[config.mk]
export PLATFORM = sky130hd
export DESIGN_NAME = ti_share_encoder
export DESIGN_NICKNAME = d
export VERILOG_FILES = /design/src/rtl/ti_share_pkg.sv /design/src/rtl/ti_lfsr16.sv /design/src/rtl/ti_share_encoder.sv
export SDC_FILE = /design/constraint.sdc
export NUM_CORES = 1
export LEC_CHECK = 0
export BUFFER_PORTS_ARGS = -buffer_cell sky130_fd_sc_hd__buf_2
export CORE_AREA = 2 2 68 70
export DETAILED_ROUTE_END_ITERATION = 12
export DIE_AREA = 0 0 70 72
export PLACE_DENSITY_LB_ADDON = 0.15
export SLEW_MARGIN = 0
export SYNTH_ARGS = -nofsm -noshare
export SYNTH_HDL_FRONTEND = slang
export SYNTH_SLANG_ARGS = --single-unit
[constraint.sdc]
create_clock -name clk -period 1.8 [get_ports clk]
set_input_delay 0.36 -clock clk [delete_from_list [all_inputs] [get_ports clk]]
set_output_delay 0.36 -clock clk [all_outputs]
set_load 0.05 [all_outputs]
[src/rtl/ti_share_pkg.sv]
// ----------------------------------------------------------------------------
// ti_share_pkg
// Shared constants, FSM state type and helper functions for the TI share
// encoder slice.
//   DW       width of one nibble and of each share
//   NSHARES  number of Boolean shares produced
//   LFSR_W   width of the mask LFSR
//   RND_W    mask bits collected per nibble (two mask shares of DW bits)
//   TAPS     Galois feedback taps of the right-shifting LFSR
//   SEED     reset value of the LFSR, also replaces an all-zero seed
// ----------------------------------------------------------------------------
package ti_share_pkg;

    localparam int DW      = 4;
    localparam int NSHARES = 3;
    localparam int LFSR_W  = 16;
    localparam int RND_W   = 2 * DW;
    localparam int CNT_W   = 3;

    localparam logic [LFSR_W-1:0] TAPS = 16'hB400;
    localparam logic [LFSR_W-1:0] SEED = 16'hACE1;

    // Last collection cycle: cnt counts 0..7 while 8 mask bits are gathered.
    localparam logic [CNT_W-1:0] CNT_LAST = 3'd7;

    typedef enum logic [1:0] {
        IDLE = 2'd0,
        GEN  = 2'd1,
        EMIT = 2'd2
    } state_t;

    // One step of the right-shift Galois LFSR.
    function automatic logic [LFSR_W-1:0] lfsr_next(input logic [LFSR_W-1:0] cur);
        return (cur >> 1) ^ (cur[0] ? TAPS : '0);
    endfunction

    // Forms {s2, s1, s0}: the two mask shares come straight from the
    // collected random bits, s0 carries the data so all three XOR to it.
    function automatic logic [NSHARES*DW-1:0] share_pack(input logic [DW-1:0]    data,
                                                         input logic [RND_W-1:0] rnd);
        logic [DW-1:0] s1;
        logic [DW-1:0] s2;
        s1 = rnd[DW-1:0];
        s2 = rnd[RND_W-1:DW];
        return {s2, s1, data ^ s1 ^ s2};
    endfunction

endpackage

[src/rtl/ti_lfsr16.sv]
// ----------------------------------------------------------------------------
// ti_lfsr16
// 16-bit right-shift Galois LFSR used as the mask source.
//   clk      rising-edge clock
//   rst      synchronous active-high reset, loads SEED
//   step     advance the LFSR by one step
//   load     load seed_in (priority over step); zero seeds become SEED
//   seed_in  new seed value
//   value    current LFSR contents
// ----------------------------------------------------------------------------
module ti_lfsr16
    import ti_share_pkg::*;
(
    input  logic              clk,
    input  logic              rst,
    input  logic              step,
    input  logic              load,
    input  logic [LFSR_W-1:0] seed_in,
    output logic [LFSR_W-1:0] value
);

    always_ff @(posedge clk) begin
        if (rst) begin
            value <= SEED;
        end else if (load) begin
            // An all-zero state would lock the LFSR, so substitute SEED.
            value <= (seed_in == '0) ? SEED : seed_in;
        end else if (step) begin
            value <= lfsr_next(value);
        end
    end

endmodule

[src/rtl/ti_share_encoder.sv]
// ----------------------------------------------------------------------------
// ti_share_encoder
// Splits a plain nibble into three Boolean shares {s2, s1, s0} for the TI
// S-box stage. Eight mask bits are drawn from an internal LFSR per nibble.
//
// Handshakes: a transfer happens on a rising edge where valid and ready are
// both high. The producer holds in_data while in_valid is high; in_ready is
// high only in IDLE. out_valid/out_shares stay stable until out_ready is
// seen high with out_valid; no transfer on the other side is combinationally
// dependent on the opposite side's signals.
//
// Ports:
//   clk, rst     clock, synchronous active-high reset
//   seed_load    load seed_in into the LFSR this cycle
//   seed_in      LFSR seed (zero substituted by SEED)
//   in_valid/in_ready/in_data       input nibble handshake
//   out_valid/out_ready/out_shares  output shares handshake, {s2,s1,s0}
//   dbg_state    current FSM state
//   dbg_lfsr     current LFSR contents
//   err          (only with TI_SHARE_CHECK_EN) sticky recombination error
//
// Optional build macro: TI_SHARE_CHECK_EN adds the err port and a checker
// that recombines the emitted shares and compares them with the data.
// ----------------------------------------------------------------------------
module ti_share_encoder
    import ti_share_pkg::*;
(
    input  logic                    clk,
    input  logic                    rst,
    input  logic                    seed_load,
    input  logic [LFSR_W-1:0]       seed_in,
    input  logic                    in_valid,
    output logic                    in_ready,
    input  logic [DW-1:0]           in_data,
    output logic                    out_valid,
    input  logic                    out_ready,
    output logic [NSHARES*DW-1:0]   out_shares,
    output logic [1:0]              dbg_state,
    output logic [LFSR_W-1:0]       dbg_lfsr
`ifdef TI_SHARE_CHECK_EN
    ,
    output logic                    err
`endif
);

    state_t             state;
    state_t             state_nxt;
    logic [CNT_W-1:0]   cnt;
    logic [RND_W-1:0]   rnd;
    logic [RND_W-1:0]   rnd_nxt;
    logic [DW-1:0]      data;
    logic [LFSR_W-1:0]  lfsr;
    logic               accept;
    logic               gen_last;

    assign accept   = in_valid && in_ready;
    // A seed load in GEN restarts collection, so it can never end GEN.
    assign gen_last = (state == GEN) && !seed_load && (cnt == CNT_LAST);
    // The pre-step LSB is the bit collected this cycle.
    assign rnd_nxt  = {rnd[RND_W-2:0], lfsr[0]};

    ti_lfsr16 u_lfsr (
        .clk     (clk),
        .rst     (rst),
        .step    (state == GEN),
        .load    (seed_load),
        .seed_in (seed_in),
        .value   (lfsr)
    );

    // State register
    always_ff @(posedge clk) begin
        if (rst) begin
            state <= IDLE;
        end else begin
            state <= state_nxt;
        end
    end

    // Next-state logic
    always_comb begin
        state_nxt = state;
        case (state)
            IDLE:    if (accept)    state_nxt = GEN;
            GEN:     if (gen_last)  state_nxt = EMIT;
            EMIT:    if (out_ready) state_nxt = IDLE;
            default:                state_nxt = IDLE;
        endcase
    end

    // Output logic
    always_comb begin
        in_ready  = (state == IDLE);
        out_valid = (state == EMIT);
    end

    // Datapath: captured nibble, mask collection and registered shares
    always_ff @(posedge clk) begin
        if (rst) begin
            cnt        <= '0;
            rnd        <= '0;
            data       <= '0;
            out_shares <= '0;
        end else begin
            case (state)
                IDLE: begin
                    if (accept) begin
                        data <= in_data;
                        cnt  <= '0;
                        rnd  <= '0;
                    end
                end
                GEN: begin
                    if (seed_load) begin
                        cnt <= '0;
                        rnd <= '0;
                    end else begin
                        rnd <= rnd_nxt;
                        cnt <= cnt + 3'd1;
                        // Shares are formed on the edge that collects the
                        // eighth bit, so they are ready on entry to EMIT.
                        if (cnt == CNT_LAST) begin
                            out_shares <= share_pack(data, rnd_nxt);
                        end
                    end
                end
                default: begin
                end
            endcase
        end
    end

    assign dbg_state = state;
    assign dbg_lfsr  = lfsr;

`ifdef TI_SHARE_CHECK_EN
    logic [DW-1:0] recombined;

    assign recombined = out_shares[DW-1:0] ^ out_shares[2*DW-1:DW] ^ out_shares[3*DW-1:2*DW];

    always_ff @(posedge clk) begin
        if (rst) begin
            err <= 1'b0;
        end else if ((state == EMIT) && (recombined != data)) begin
            err <= 1'b1;
        end
    end
`endif

endmodule

==> results.sh, run 1 <==
export IMPL_crit_path_cell_trace="buf_2"
export IMPL_cts_resized=0
export IMPL_die_h_um=72
export IMPL_clkSlewWorstSetupHoldPaths_ns=0.09
export IMPL_setup_viol=0
export IMPL_timing_final_crit_share=0.876
export IMPL_crit_path_start_kind="flop"
export IMPL_hold_violations=0
export IMPL_async_reset_ff_frac=0
export IMPL_die_w_um=70
export IMPL_skew_ns=0.00888
export IMPL_fin_crit_ns=1.58
export IMPL_nets=287
export IMPL_cts_htree_levels=2
export IMPL_cts_buffers_inserted=5
export IMPL_grt_antenna_before_repair=0
export IMPL_critical_path_class="flop to primary output"
export IMPL_dr_pass1_iters=6
export IMPL_ir_drop_mv=0.595
export IMPL_synth_nets=234
export IMPL_fmax_ghz=0.634
export IMPL_area_growth_pct=22.4
export IMPL_place_ws_ns=0.290
export IMPL_drive_gt1_frac=0.295
export IMPL_ys_seq_elements=44
export IMPL_drt_total_wl_mm=4.13
export IMPL_dp_cells=305
export IMPL_synth_edf_count=0
export IMPL_drt_vias_per_instance=5.07
export IMPL_r2r_cells=5
export IMPL_rsz0062_at_grt="no"
export IMPL_ff2ff_setup_slack_ns=0.28
export IMPL_min_to="data[1]$_SDFFE_PP0P_"
export IMPL_place_congestion=0.759
export IMPL_io_pins=57
export IMPL_grtUsageTotal=0.175
export IMPL_grt_pass1_vias=1483
export IMPL_cp_max_fo=9
export IMPL_antenna_cells=0
export IMPL_min_path_type="input port to flop"
export IMPL_grt_first_pass_wirelength_mm=7.11
export IMPL_tightest_slew_ns=0.615
export IMPL_hp_start="in_data[1]"
export IMPL_detail_route_wl_per_cell_um=13.2
export IMPL_synthCells=207
export IMPL_final_cell_count_no_fill=313
export IMPL_vias=1586
export IMPL_clockBufferDepth=2
export IMPL_critical_path_arrival_ns=1.22
export IMPL_cap_violations=0
export IMPL_grtUsageMet3=0.0458
export IMPL_cts_setup_buffers=0
export IMPL_yosysSeqAreaShare=0.459
export IMPL_synthesis_area_sq_um=1920
export IMPL_use_met1=0.252
export IMPL_min_path_cells=3
export IMPL_port_buffers=56
export IMPL_r2r_start="dbg_state[0]$_SDFFE_PP0P_"
export IMPL_slew_violations=0
export IMPL_dr_first_iter_drc_count=105
export IMPL_slew_headroom=0.590
export IMPL_slowest_delay_ns=0.57
export IMPL_root_buffer="clkbuf_8"
export IMPL_worstPathRequired_ns=1.44
export IMPL_critPathBufInv=1
export IMPL_p_leak_nw=1.01
export IMPL_top_usage_layer="met2"
export IMPL_endpoint_kind="primary output"
export IMPL_ys_dominant_reg_cell="dfxtp_1"
export IMPL_start_util=0.450
export IMPL_clk_latency_ns=0.30
export IMPL_cp_top_family="flip-flops"
export IMPL_timing_rr_end="u_lfsr.value[14]$_SDFFE_PP0P_"
export IMPL_ant_nets=0
export IMPL_cts_sinks=44
export IMPL_core_area_sq_um=4260
export IMPL_hpwl_mm=2.94
export IMPL_cts_tree="yes"
export IMPL_synth_cell_types=35
export IMPL_grt_max_degree=33
export IMPL_status="completed"
export IMPL_use_met2=0.260
export IMPL_yosysWarnings=0
export IMPL_rows=24
export IMPL_fin_ws_ns=0.224
export IMPL_avgSynthCellArea_sq_um=9.28
export IMPL_holdBufCountCts=0
export IMPL_power_density_nw_per_um2=921
export IMPL_cpMaxStageDelayCell="dfxtp_1"
export IMPL_dieArea_sq_um=5040
export IMPL_gr_total_overflow=0
export IMPL_drcViolationCount=0
layout by cell type (no fill, tap or decap), types with 2 or more instances in the layout:
master / count
buf_4: 4
mux2_4: 2
nor4_1: 4
o21ai_0: 2
xor2_1: 2
nor2_1: 22
nor2_2: 2
nor2b_1: 2
a21oi_1: 21
dfxtp_1: 44
nor2b_2: 2
xnor2_1: 9
mux2_1: 8
a22oi_1: 9
ha_1: 2
and2_1: 2
nand2_1: 30
buf_2: 56
mux2i_1: 15
nor3b_1: 3
clkbuf_8: 5
metrics by stage:
step | utilization | TNS (ns) | hold slack (ns) | area, sq um | total power [mW]
after floorplan | - | -0.00498 | 0.458 | 1930 | 1.33
after global placement | 0.524 | 0 | 0.438 | 2240 | 1.42
after detailed placement | 0.524 | 0 | 0.444 | 2240 | 1.42
after CTS | 0.551 | 0 | 0.292 | 2350 | 2.19
after global routing | 0.551 | 0 | 0.308 | 2350 | 2.26
final | 0.551 | 0 | 0.300 | 2350 | 2.17
kinds of logic (layout without fill, tap and decap cells):
kind of cell / count (synthesis) / count (layout) / share of synthesized area
AND/OR/NAND/NOR: 72 / 72 / 0.174
XOR/XNOR: 11 / 11 / 0.0502
multiplexers: 25 / 25 / 0.141
AO/OA/AOI/OAI: 38 / 38 / 0.119
buffers and inverters: 15 / 69 / 0.0443
adder cells (fa/ha/maj): 2 / 2 / 0.0130
flip-flops: 44 / 44 / 0.459
layer usage:
metal	share of wire	up-vias
met5	0	-
met1	0.50	728
met2	0.44	39
met4	0.012	0
met3	0.054	5
li1	-	814
cell usage after synthesis (3+ instances only):
cell type	count	area [sq um]
a21oi_1	21	105
a22oi_1	9	67.6
buf_2	5	25.0
clkbuf_1	5	18.8
dfxtp_1	44	881
mux2_1	8	90.1
mux2i_1	15	150
nand2_1	30	113
nor2_1	23	86.3
nor2b_1	3	18.8
nor3b_1	3	22.5
nor4_1	4	25.0
xnor2_1	9	78.8
state kept, by name, summed over array words and instances, names as in the netlist:
register / cells
dbg_state: 2
rnd: 7
cnt: 3
data: 4
u_lfsr.value: 16
out_shares: 12
area by class of cell:
| class | count | area, sq um |
|---|---|---|
| Fill cell | 405 | 1910 |
| Multi-Input combinational cell | 148 | 960 |
| Sequential cell | 44 | 881 |
| Timing Repair Buffer | 61 | 330 |
| Clock buffer | 5 | 68.8 |
| Tap cell | 52 | 65.1 |
| Clock inverter | 3 | 46.3 |
worst max-delay path by stage:
stage / startpoint / endpoint / slack (ns) / depth (start not counted)
after floorplan: dbg_state[0]$_SDFFE_PP0P_ / u_lfsr.value[11]$_SDFFE_PP1P_ / -0.002 / 6
after global placement: dbg_state[0]$_SDFFE_PP0P_ / u_lfsr.value[14]$_SDFFE_PP0P_ / 0.24 / 5
after detailed placement: seed_load / out_shares[8]$_SDFFE_PP0P_ / 0.29 / 5
after CTS: u_lfsr.value[0]$_SDFFE_PP1P_ / dbg_lfsr[0] / 0.20 / 1
after global routing: dbg_state[0]$_SDFFE_PP0P_ / out_shares[10]$_SDFFE_PP0P_ / 0.10 / 4
final: u_lfsr.value[0]$_SDFFE_PP1P_ / dbg_lfsr[0] / 0.22 / 1
power breakdown:
group / internal [mW] / total, mW / switching, mW
registers: 1.01 / 1.04 / 0.0341
logic: 0.129 / 0.354 / 0.225
clock network: 0.418 / 0.767 / 0.349
Note: power is estimated with default switching activity, not from simulation.
==> run 2: changes to the inputs <==
--- a/config.mk
+++ b/config.mk
@@ -6,9 +6,9 @@
 export NUM_CORES = 1
 export LEC_CHECK = 0
 export BUFFER_PORTS_ARGS = -buffer_cell sky130_fd_sc_hd__buf_2
-export CORE_AREA = 2 2 68 70
+export CORE_AREA = 2 2 49 97
 export DETAILED_ROUTE_END_ITERATION = 12
-export DIE_AREA = 0 0 70 72
+export DIE_AREA = 0 0 51 99
 export PLACE_DENSITY_LB_ADDON = 0.15
 export SLEW_MARGIN = 0
 export SYNTH_ARGS = -nofsm -noshare
==> results.sh, run 2 (synthesis gave the netlist of run 1 again) <==
export IMPL_status="completed"
export IMPL_finish_instance_area_sq_um=2320
export IMPL_r2r_cells=4
export IMPL_tightest_slew_ns=0.508
export IMPL_clkSlewWorstSetupHoldPaths_ns=0.08
export IMPL_rsz0062_at_grt="no"
export IMPL_die_w_um=51
export IMPL_cts_setup_buffers=0
export IMPL_final_common_cell="buf_2"
export IMPL_start_util=0.447
export IMPL_fin_crit_ns=1.59
export IMPL_cap_violations=0
export IMPL_final_cell_mix="56 x buf_2, 44 x dfxtp_1, 30 x nand2_1"
export IMPL_power_density_nw_per_um2=849
export IMPL_timing_final_crit_share=0.884
export IMPL_hold_violations=0
export IMPL_min_path_type="input port to flop"
export IMPL_cpMaxStageDelayCell="and2_1"
export IMPL_drt_vias_per_instance=5.11
export IMPL_critical_path_startpoint="dbg_state[0]$_SDFFE_PP0P_"
export IMPL_dr_pass1_iters=4
export IMPL_gr_total_overflow=0
export IMPL_multiInputGateArea_sq_um=960
export IMPL_setup_viol=0
export IMPL_clk_latency_ns=0.29
export IMPL_cp_top_family="simple AND/OR/NAND/NOR gates"
export IMPL_ff2ff_setup_slack_ns=0.21
export IMPL_slowest_delay_ns=0.47
export IMPL_clockBufferDepth=2
export IMPL_ant_nets=0
export IMPL_power_mw=1.97
export IMPL_ir_drop_mv=0.634
export IMPL_timing_rr_end="out_shares[2]$_SDFFE_PP0P_"
export IMPL_io_pins=57
export IMPL_critical_path_arrival_ns=1.81
export IMPL_crit_path_cell_trace="nor3b_2 -> and2_1 -> nand2_1 -> a21oi_1"
export IMPL_area_growth_pct=21.0
export IMPL_detail_route_wl_per_cell_um=14.6
export IMPL_top_register="u_lfsr.value"
export IMPL_cp_max_fo=13
export IMPL_worstPathRequired_ns=2.02
export IMPL_place_congestion=0.709
export IMPL_cts_buffers_inserted=5
export IMPL_reg_top3="u_lfsr.value (16), out_shares (12), rnd (7)"
export IMPL_cp_depth=4
export IMPL_r2r_start="dbg_state[0]$_SDFFE_PP0P_"
export IMPL_critPathBufInv=0
export IMPL_endpoint_kind="flop"
export IMPL_drcViolationCount=0
export IMPL_grt_antenna_before_repair=0
export IMPL_drive_gt1_frac=0.291
export IMPL_largest_reg_flops=16
export IMPL_fin_util=0.541
export IMPL_crit_path_start_kind="flop"
export IMPL_skew_ns=0.0104
export IMPL_critical_path_class="flop to flop"
export IMPL_hold_ws_ns=0.299
export IMPL_port_buffers=56
export IMPL_grt_max_degree=26
export IMPL_fmax_ghz=0.629
export IMPL_slew_headroom=0.661
export IMPL_fin_ws_ns=0.209
export IMPL_holdBufCountCts=0
export IMPL_dr_first_iter_drc_count=16
export IMPL_p_leak_nw=1.00
export IMPL_vias=1610
export IMPL_min_path_cells=3
export IMPL_critPathCapture="out_shares[2]$_SDFFE_PP0P_"
export IMPL_rows=34
export IMPL_grtUsageTotal=0.197
export IMPL_nets=288
export IMPL_antenna_cells=0
export IMPL_cts_tree="yes"
export IMPL_drt_total_wl_mm=4.59
export IMPL_grt_first_pass_wirelength_mm=7.33
export IMPL_root_buffer="clkbuf_8"
export IMPL_ff_latch_area_sq_um=881
export IMPL_die_h_um=99
export IMPL_core_area_sq_um=4300
export IMPL_slew_violations=0
export IMPL_cts_htree_levels=2
export IMPL_n_fill_cell=459
export IMPL_place_ws_ns=0.192
export IMPL_grt_pass1_vias=1512
export IMPL_cts_resized=0
export IMPL_dieArea_sq_um=5050
export IMPL_place_area_sq_um=2250
export IMPL_cts_sinks=44
export IMPL_hpwl_mm=3.54
-- run 2: cell count changes in the layout (fill, tap and decap cells not counted) --
cell        before  now
bufinv_16        1    0
clkbuf_1         0    1
clkinv_2         0    1
buf_4            4    5
inv_6            1    0
clkinvlp_4       1    0
-- run 2: worst min-delay path by stage --
stage                                      startpoint                            to
after floorplan                   rnd[6]$_SDFFE_PP0P_   out_shares[11]$_SDFFE_PP0P_
after global placement     out_shares[1]$_SDFFE_PP0P_    out_shares[1]$_SDFFE_PP0P_
after detailed placement  out_shares[10]$_SDFFE_PP0P_   out_shares[10]$_SDFFE_PP0P_
after CTS                                  seed_in[7]  u_lfsr.value[7]$_SDFFE_PP1P_
after global routing                       seed_in[0]  u_lfsr.value[0]$_SDFFE_PP1P_
final                                      seed_in[0]  u_lfsr.value[0]$_SDFFE_PP1P_
-- run 2: final cells by class --
| cell class | instances | share of cell area |
|---|---|---|
| Timing Repair Buffer | 62 | 0.145 |
| Clock buffer | 6 | 0.0312 |
| Sequential cell | 44 | 0.379 |
| Tap cell | 54 | 0.0291 |
| Multi-Input combinational cell | 148 | 0.413 |
| Clock inverter | 1 | 0.00215 |
-- run 2: where the power goes --
| part | total (mW) | switching, mW | internal (mW) |
|---|---|---|---|
| registers | 1.05 | 0.0380 | 1.01 |
| logic | 0.352 | 0.222 | 0.130 |
| clock network | 0.572 | 0.308 | 0.264 |
| total | 1.97 | 0.568 | 1.40 |
-- run 2: worst reg2reg max path, stage by stage (launching register included) --
cell and delay (ns):
dfxtp_1 0.45, nor3b_2 0.36, and2_1 0.47, nand2_1 0.10, a21oi_1 0.15
-- run 2: per-layer routing --
| layer | vias to the layer above | routed length [um] | track usage | part of all wire |
|---|---|---|---|---|
| met5 | - | 0 | 0 | 0 |
| met4 | 0 | 73 | 0.0748 | 0.016 |
| met3 | 6 | 164 | 0.0348 | 0.036 |
| met2 | 32 | 2720 | 0.384 | 0.59 |
| met1 | 758 | 1630 | 0.195 | 0.36 |
| li1 | 814 | - | - | - |
-- run 2: metrics by stage --
step / TNS [ns] / std cells
2_1_floorplan: -0.00498 / 207
3_3_place_gp: 0 / 308
3_5_place_dp: 0 / 308
4_1_cts: 0 / 315
5_1_grt: 0 / 315
6_report: 0 / 315
